File: config.mk
export PLATFORM = sky130hd
export DESIGN_NAME = display_scan_ctrl_flat
export DESIGN_NICKNAME = d
export VERILOG_FILES = /design/src/rtl/display_scan_ctrl_if.sv /design/src/rtl/display_scan_ctrl.sv /design/src/flat_wrapper.sv
export SDC_FILE = /design/constraint.sdc
export NUM_CORES = 1
export LEC_CHECK = 0
export ABC_CLOCK_PERIOD_IN_PS = 3750
export CELL_PAD_IN_SITES_DETAIL_PLACEMENT = 1
export CELL_PAD_IN_SITES_GLOBAL_PLACEMENT = 2
export CORE_MARGIN = 10
export CORE_UTILIZATION = 25
export DETAILED_ROUTE_END_ITERATION = 10
export PLACE_DENSITY_LB_ADDON = 0.3
export SYNTH_ARGS = -nofsm -noshare
export SYNTH_HDL_FRONTEND = slang
export SYNTH_SLANG_ARGS = --single-unit
File: constraint.sdc
create_clock -name clk -period 3.75 [get_ports clk]
set_input_delay 0.375 -clock clk [delete_from_list [all_inputs] [get_ports clk]]
set_output_delay 0.375 -clock clk [all_outputs]
set_load 0.02 [all_outputs]
File: src/rtl/display_scan_ctrl_if.sv
// Handshake/bus bundle for display_scan_ctrl.
//   oi        : load strobe, bus/disp_mode captured on the edge where oi=1
//   bus       : 8-bit value to display
//   disp_mode : 0 = unsigned, 1 = two's-complement signed
//   busy      : conversion in progress
//   cc        : digit select, active-low one-hot
//   seg       : segments {dp,g,f,e,d,c,b,a}, active-high
// master = producer of the value (bench / host), slave = the controller.
interface display_scan_ctrl_if;
    logic       oi;
    logic [7:0] bus;
    logic       disp_mode;
    logic       busy;
    logic [3:0] cc;
    logic [7:0] seg;

    modport master (output oi, output bus, output disp_mode,
                    input  busy, input cc, input seg);
    modport slave  (input  oi, input bus, input disp_mode,
                    output busy, output cc, output seg);
endinterface

File: src/rtl/display_scan_ctrl.sv
// Four-slot multiplexed 7-segment display controller.
// A loaded byte is converted to BCD by an 8-step double-dabble; the result
// is committed to the display registers only once complete, so a partial
// value never reaches the segments.  A free-running prescaler walks the
// digit index ones -> tens -> hundreds -> sign.
// Ports:
//   clk : system clock, all state changes on posedge
//   clr : asynchronous active-high reset
//   io  : display_scan_ctrl_if.slave (oi, bus, disp_mode, busy, cc, seg)
module display_scan_ctrl #(
    parameter int PRESCALE = 1024
) (
    input  logic                 clk,
    input  logic                 clr,
    display_scan_ctrl_if.slave   io
);

    localparam int PW = (PRESCALE > 1) ? $clog2(PRESCALE) : 1;
    localparam logic [PW-1:0] PRE_LAST = PW'(PRESCALE - 1);

    typedef enum logic [1:0] {IDLE, CONV, COMMIT} state_t;

    state_t        state_r;
    logic          busy_r;
    logic [7:0]    mag_r;
    logic          neg_pend_r;
    logic [11:0]   bcd_r;
    logic [3:0]    cnt_r;
    logic [3:0]    hund_r;
    logic [3:0]    tens_r;
    logic [3:0]    ones_r;
    logic          neg_r;
    logic [PW-1:0] pre_r;
    logic [1:0]    idx_r;
    logic [11:0]   bcd_adj_s;
    logic [3:0]    cc_s;
    logic [7:0]    seg_s;

    // Add 3 to a BCD nibble of 5 or more before the shift.
    function automatic logic [3:0] nib_adj(input logic [3:0] n);
        if (n >= 4'd5) begin
            nib_adj = n + 4'd3;
        end else begin
            nib_adj = n;
        end
    endfunction

    // Seven-segment pattern for one decimal digit.
    function automatic logic [7:0] digit_seg(input logic [3:0] d);
        case (d)
            4'd0:    digit_seg = 8'h3F;
            4'd1:    digit_seg = 8'h06;
            4'd2:    digit_seg = 8'h5B;
            4'd3:    digit_seg = 8'h4F;
            4'd4:    digit_seg = 8'h66;
            4'd5:    digit_seg = 8'h6D;
            4'd6:    digit_seg = 8'h7D;
            4'd7:    digit_seg = 8'h07;
            4'd8:    digit_seg = 8'h7F;
            4'd9:    digit_seg = 8'h6F;
            default: digit_seg = 8'h00;
        endcase
    endfunction

    assign bcd_adj_s = {nib_adj(bcd_r[11:8]), nib_adj(bcd_r[7:4]), nib_adj(bcd_r[3:0])};

    // Conversion FSM; a load in any state restarts, discarding any pending result.
    always_ff @(posedge clk or posedge clr) begin
        if (clr) begin
            state_r    <= IDLE;
            busy_r     <= 1'b0;
            mag_r      <= 8'd0;
            neg_pend_r <= 1'b0;
            bcd_r      <= 12'd0;
            cnt_r      <= 4'd0;
            hund_r     <= 4'd0;
            tens_r     <= 4'd0;
            ones_r     <= 4'd0;
            neg_r      <= 1'b0;
        end else if (io.oi) begin
            // 0x80 negates to 0x80, which read unsigned is the needed 128.
            if (io.disp_mode && io.bus[7]) begin
                mag_r      <= 8'd0 - io.bus;
                neg_pend_r <= 1'b1;
            end else begin
                mag_r      <= io.bus;
                neg_pend_r <= 1'b0;
            end
            bcd_r   <= 12'd0;
            cnt_r   <= 4'd0;
            state_r <= CONV;
            busy_r  <= 1'b1;
        end else begin
            case (state_r)
                IDLE: begin
                    busy_r <= 1'b0;
                end
                CONV: begin
                    {bcd_r, mag_r} <= {bcd_adj_s[10:0], mag_r, 1'b0};
                    cnt_r          <= cnt_r + 4'd1;
                    if (cnt_r == 4'd7) begin
                        state_r <= COMMIT;
                    end else begin
                        state_r <= CONV;
                    end
                end
                COMMIT: begin
                    hund_r  <= bcd_r[11:8];
                    tens_r  <= bcd_r[7:4];
                    ones_r  <= bcd_r[3:0];
                    neg_r   <= neg_pend_r;
                    state_r <= IDLE;
                    busy_r  <= 1'b0;
                end
                default: begin
                    state_r <= IDLE;
                    busy_r  <= 1'b0;
                end
            endcase
        end
    end

    // Free-running scan prescaler and digit index.
    always_ff @(posedge clk or posedge clr) begin
        if (clr) begin
            pre_r <= '0;
            idx_r <= 2'd0;
        end else if (pre_r == PRE_LAST) begin
            pre_r <= '0;
            idx_r <= idx_r + 2'd1;
        end else begin
            pre_r <= pre_r + PW'(1);
        end
    end

    // Digit select and segment decode with leading-zero blanking.
    always_comb begin
        cc_s  = 4'b1110;
        seg_s = 8'h00;
        case (idx_r)
            2'd0: begin
                cc_s  = 4'b1110;
                seg_s = digit_seg(ones_r);
            end
            2'd1: begin
                cc_s = 4'b1101;
                if ((hund_r == 4'd0) && (tens_r == 4'd0)) begin
                    seg_s = 8'h00;
                end else begin
                    seg_s = digit_seg(tens_r);
                end
            end
            2'd2: begin
                cc_s = 4'b1011;
                if (hund_r == 4'd0) begin
                    seg_s = 8'h00;
                end else begin
                    seg_s = digit_seg(hund_r);
                end
            end
            2'd3: begin
                cc_s = 4'b0111;
                if (neg_r) begin
                    seg_s = 8'h40;
                end else begin
                    seg_s = 8'h00;
                end
            end
            default: begin
                cc_s  = 4'b1110;
                seg_s = 8'h00;
            end
        endcase
    end

    assign io.busy = busy_r;
    assign io.cc   = cc_s;
    assign io.seg  = seg_s;

endmodule

File: src/flat_wrapper.sv
// flat-port wrapper written by rule: the top's interface ports become plain ports
module display_scan_ctrl_flat 
#(
    parameter int PRESCALE = 1024
)
  (clk, clr, io_oi, io_bus, io_disp_mode, io_busy, io_cc, io_seg);
  display_scan_ctrl_if io_i ();
  input  logic clk;
  input  logic clr;
  input wire logic [$bits(io_i.oi)-1:0] io_oi;
  input wire logic [$bits(io_i.bus)-1:0] io_bus;
  input wire logic [$bits(io_i.disp_mode)-1:0] io_disp_mode;
  output wire logic [$bits(io_i.busy)-1:0] io_busy;
  output wire logic [$bits(io_i.cc)-1:0] io_cc;
  output wire logic [$bits(io_i.seg)-1:0] io_seg;
  assign io_i.oi = io_oi;
  assign io_i.bus = io_bus;
  assign io_i.disp_mode = io_disp_mode;
  assign io_busy = io_i.busy;
  assign io_cc = io_i.cc;
  assign io_seg = io_i.seg;
  display_scan_ctrl #(.PRESCALE(PRESCALE)) u_core (.clk(clk), .clr(clr), .io(io_i));
endmodule
## After elaboration in Yosys (flattened, before gate mapping)

Memory sizes are Yosys's and may differ from the RTL's.
Cells that the tools add are included.

| cells by class | value |
|---|---|
| bitwise logic cells | 1 |
| add/subtract/negate cells | 7 |
| shifts and indexed selects | 0 |
| multiplexer cells | 22 |
| reduce and logical (&&, ||, !) cells | 8 |
| divide/modulo/power cells | 0 |
| multipliers | 0 |
| order comparisons | 3 |
| eq/ne operators | 9 |

Operator list:

| kind | number |
|---|---|
| $mux 8 | 5 |
| $pmux 8 s4 | 1 |
| $mux 12 | 2 |
| $mux 4 | 4 |
| $pmux 4 s4 | 1 |
| $ge 4x3->1 const B | 3 |
| $add 10x1->10 const B | 1 |
| $eq 10x10->1 const B | 1 |
| $mux 10 | 1 |
| $add 4x2->4 const B | 2 |
| $logic_not 4->1 | 2 |
| $sub 1x8->8 const A | 1 |
| $mux 7 | 1 |
| $eq 2x2->1 const B | 3 |
| $add 4x1->4 const B | 1 |
| $eq 2x1->1 const B | 2 |
| $eq 4x3->1 const B | 1 |
| $logic_not 2->1 | 2 |
| $mux 2 | 2 |
| $ne 2x2->1 const B | 2 |
| $pmux 2 s2 | 1 |
| $add 3x2->3 const B | 1 |
| $mux 1 | 3 |
| $mux 3 | 1 |
| other kinds (5) | 6 |

| word-level totals | value |
|---|---|
| RAM bits | 0 |
| register bits | 53 |
| output and inout port bits | 13 |
| latch bits | 0 |
| memories kept | 3 |
| word-level logic and storage cells | 65 |
| ROM bits | 336 |

Memories:

| memory | depth | width | read ports | clocked after memory_dff | write ports | line | RTL |
|---|---|---|---|---|---|---|---|
| (no name shown) | 16 | 7 | 1 | 0 | 0 | display_scan_ctrl.sv:50 | `case (d)` |
| (no name shown) | 16 | 7 | 1 | 0 | 0 | display_scan_ctrl.sv:50 |  |
| (no name shown) | 16 | 7 | 1 | 0 | 0 | display_scan_ctrl.sv:50 |  |

## Depth between registers and ports, before layout

| logic depth | value |
|---|---|
| depth in word-level cells | 4 |
| mapped depth | 6 |
| gate-level depth less buffers | 6 |

## Least setup slack after synthesis

No wires, ideal clock.

| path | value |
|---|---|
| path kind | reg-to-output |
| start | reg u_core.tens_r[1] |
| end | out io_seg[1] |
| buffers on the path | 0 |
| arrival time | 1.751 ns |
| required time | 3.375 ns |
| stages on the path, launching flop included | 7 |
| setup slack | 1.624 ns |
| cells stage by stage | dfrtp_1 > inv_1 > ha_1 > or4b_4 > o211ai_4 > a21oi_1 > o31a_1 |

| between the ends | value |
|---|---|
| cells in the longest elaborated chain, start to end | 4 |
| elaborated cells on any way between the ends | 5 |
| classes of those cells | 2 x mux; 2 x reduce/logical; 1 x memory |

Ends and longest elaborated chain:

| what | line | RTL |
|---|---|---|
| start, declared | display_scan_ctrl.sv:30 | `logic [3:0] tens_r;` |
| start signal, assigned | display_scan_ctrl.sv:109 | `tens_r <= bcd_r[7:4];` |
| branches (longest 2 deep; another with $mem_v2 16x7) | - |  |
| $mux 8 * | display_scan_ctrl.sv:147 | `if ((hund_r == 4'd0) && (tens_r == 4'd0)) begin` |
| $pmux 8 s4 * | display_scan_ctrl.sv:140 | `case (idx_r)` |
| end, declared | flat_wrapper.sv:15 | `output wire logic [$bits(io_i.seg)-1:0] io_seg;` |

Every way passes the cells marked *.

## Worst setup path after layout

Same ends and word-level chain as after synthesis.

==> results.tsv <==
metric	value	unit
status	complete, no violations	
placed_cells_incl_taps	548	
place_congestion	0.8116	
cts_tree	built	
vias	2516	
final_core_util	29.48	%
ant_nets	0	
ys_top_cells_by_area	dfrtp_1, ha_1, a21oi_1	
cpPeakStageDelay	0.55	ns
required	3.38	ns
setup_ws	0.7290	ns
hold_class	reg -> reg	
ys_seq_elements	53	
syn_avg_cell_area	9.295	um2
drtIter0Drc	93	
routed_wl	7603	um
design.die.area	18590	um2
clock.fmax	331.0	MHz
tightest_slew	0.8847	ns
start_kind	register	
grt.overflow.total	0	
synth.net_count	407	
yosys.area.top_type	dfrtp_1	
num_antenna_cells	0	
cts_resized	0	
fillers	1571	
p_per_area	294.8	nW/um2
finalMaxSlewViolations	0	
ys_seq_area_share	39.20	%
rows	42	
period_share	80.56	%
grtUsageTotal	8.493	%
leakagePower	1.662	nW
die_w	136.3	um
hold_violations	0	
routed_via_density	4.525	
numPortBuffers	23	
grt_pass1_vias	2709	
drv_cap	0	
area_delta_synth_final	15.38	%
synth_top_flop_cell	dfrtp_1	
synth_area	3383	um2
critical_path_class	reg -> out	
fin_setup_tns	0	ns
htreeDepth	2	
multi_input_area	1842	um2
path_clk_slew	0.07	ns
clock_skew	0.007565	ns
finalSetupViolCount	0	
path_cells	inv_1 -> ha_1 -> or4b_4 -> o211ai_4 -> a21oi_1 -> o31a_1 -> clkdlybuf4s50_1	
yosysUniqueCellTypes	52	
synth_edf_count	0	
postSynthCellCount	364	
insertion_delay	0.29	ns
cts.sinks	53	
num_io_pins	25	
yosys_warnings	0	
crit_buf_inv	2	
crit_family	buffers and inverters	
worstPathArrival	2.65	ns
area.sequential	1326	um2
vdd_drop_max	0.1611	mV
pre_cts_slack	1.030	ns
cpMaxStageDelayCell	clkdlybuf4s50_1	
coreArea	13240	um2
cts_buffer_depth	2	
fin_crit	3.021	ns
wl_per_cell	13.67	um
path_max_fanout	5	
dp_hpwl	5633	um
initial_utilization	25.55	%
slew_headroom	40.76	%
ctsHoldBuffers	0	
grt_max_degree	40	
fin_cells	556	
die_y	136.3	um
end_kind	output pin	
hold_ws	0.4789	ns
cts_root_buf	clkbuf_16	
grt_pass1_wl	13100	um
drive_above_1_share	7.368	%
drc	0	
synth_top_cell_area_share	39.20	%
numCtsBuffers	5	
antenna_found_initial	0	
ys_async_sr_fraction	100.0	%
post_cts_buffers	0	
fin_nets	422	
rsz0062_at_grt	no	
firstDrtPassIters	4	
[worst paths after layout]
| path | startpoint | to | slack (ns) | cells after the start |
|---|---|---|---|---|
| max | u_core.tens_r[1] | io_seg[1] | 0.73 | 7 |
| min | u_core.pre_r[9] | u_core.pre_r[9] | 0.48 | 1 |
| max reg2reg | u_core.state_r[0] | u_core.bcd_r[9] | 1.94 | 3 |
| min reg2reg | u_core.pre_r[9] | u_core.pre_r[9] | 0.48 | 1 |
| max in group asynchronous | clr | u_core.pre_r[3] | 2.45 | 3 |
| min in group asynchronous | clr | u_core.mag_r[1] | 0.57 | 2 |
[kinds of logic after synthesis]
family	synth area share, %
adder cells (fa/ha/maj)	11.46
AND/OR/NAND/NOR	16.38
flip-flops	39.20
AO/OA/AOI/OAI	16.12
XOR/XNOR	5.954
other	0.1108
buffers and inverters	6.583
multiplexers	4.179
[layer usage]
metal	wire length [um]	track usage [%]	share of wire (%)
met4	151	3.254	2.0
met5	0	0	0
met1	3760	10.69	49
met3	212	1.476	2.8
met2	3478	14.15	46
[layout make-up]
cell class                 instances  area share [%]
tap                              176           5.641
inverter                          32           3.077
multi-input combinational        261           47.18
clock inverter                     3          0.4487
sequential                        53           33.97
timing repair buffer              26           6.474
clock buffer                       5           3.205
[cells in the mapped netlist (all sizes together), types with 2 or more instances]
| master | instances |
|---|---|
| mux2i | 4 |
| o21a | 2 |
| a21o | 2 |
| nand3 | 6 |
| xor2 | 7 |
| o31a | 4 |
| dfrtp | 53 |
| inv | 32 |
| and4 | 2 |
| nand3b | 5 |
| a21oi | 33 |
| nand2b | 13 |
| o31ai | 2 |
| buf | 4 |
| a211oi | 5 |
| and2 | 5 |
| a31oi | 2 |
| clkbuf | 13 |
| xnor2 | 16 |
| nor3b | 3 |
| mux2 | 9 |
| and3 | 2 |
| or2 | 2 |
| nor2b | 5 |
| o21ai | 30 |
| nor2 | 16 |
| nand4 | 4 |
| ha | 31 |
| o221ai | 3 |
| or3 | 4 |
| nand2 | 32 |
| o311ai | 2 |
[layout by cell type (no fill, tap or decap), drive strengths merged, types with 5 or more instances in the layout]
cell type	netlist	routed
a211oi	5	5
a21oi	33	33
and2	5	5
clkbuf	13	5
clkdlybuf4s50	0	23
dfrtp	53	53
ha	31	31
inv	32	32
mux2	9	9
nand2	32	32
nand2b	13	13
nand3	6	6
nand3b	5	5
nor2	16	16
nor2b	5	5
o21ai	30	30
xnor2	16	16
xor2	7	7
[per-stage QoR]
step,instance area [um2],total power [W]
final,3904,0.001151
after floorplan,3383,0.0006766
after CTS,3904,0.001178
after global placement,3761,0.0007131
after detailed placement,3761,0.0007142
after global routing,3904,0.001214
[power by group]
part           switching [W]   total, W  internal (W)
combinational      0.0000538  0.0000953     0.0000415
clock               0.000205   0.000450      0.000245
sequential         0.0000149   0.000605      0.000590
total               0.000274    0.00115      0.000877
[flip-flops by register name, summed over array words and instances, names as in the netlist]
signal / flops
u_core.bcd_r: 12
u_core.cnt_r: 4
u_core.hund_r: 4
u_core.idx_r: 2
u_core.io.busy: 1
u_core.mag_r: 8
u_core.neg_pend_r: 1
u_core.neg_r: 1
u_core.ones_r: 4
u_core.pre_r: 10
u_core.state_r: 2
u_core.tens_r: 4
(Power assumes the default switching activity.)
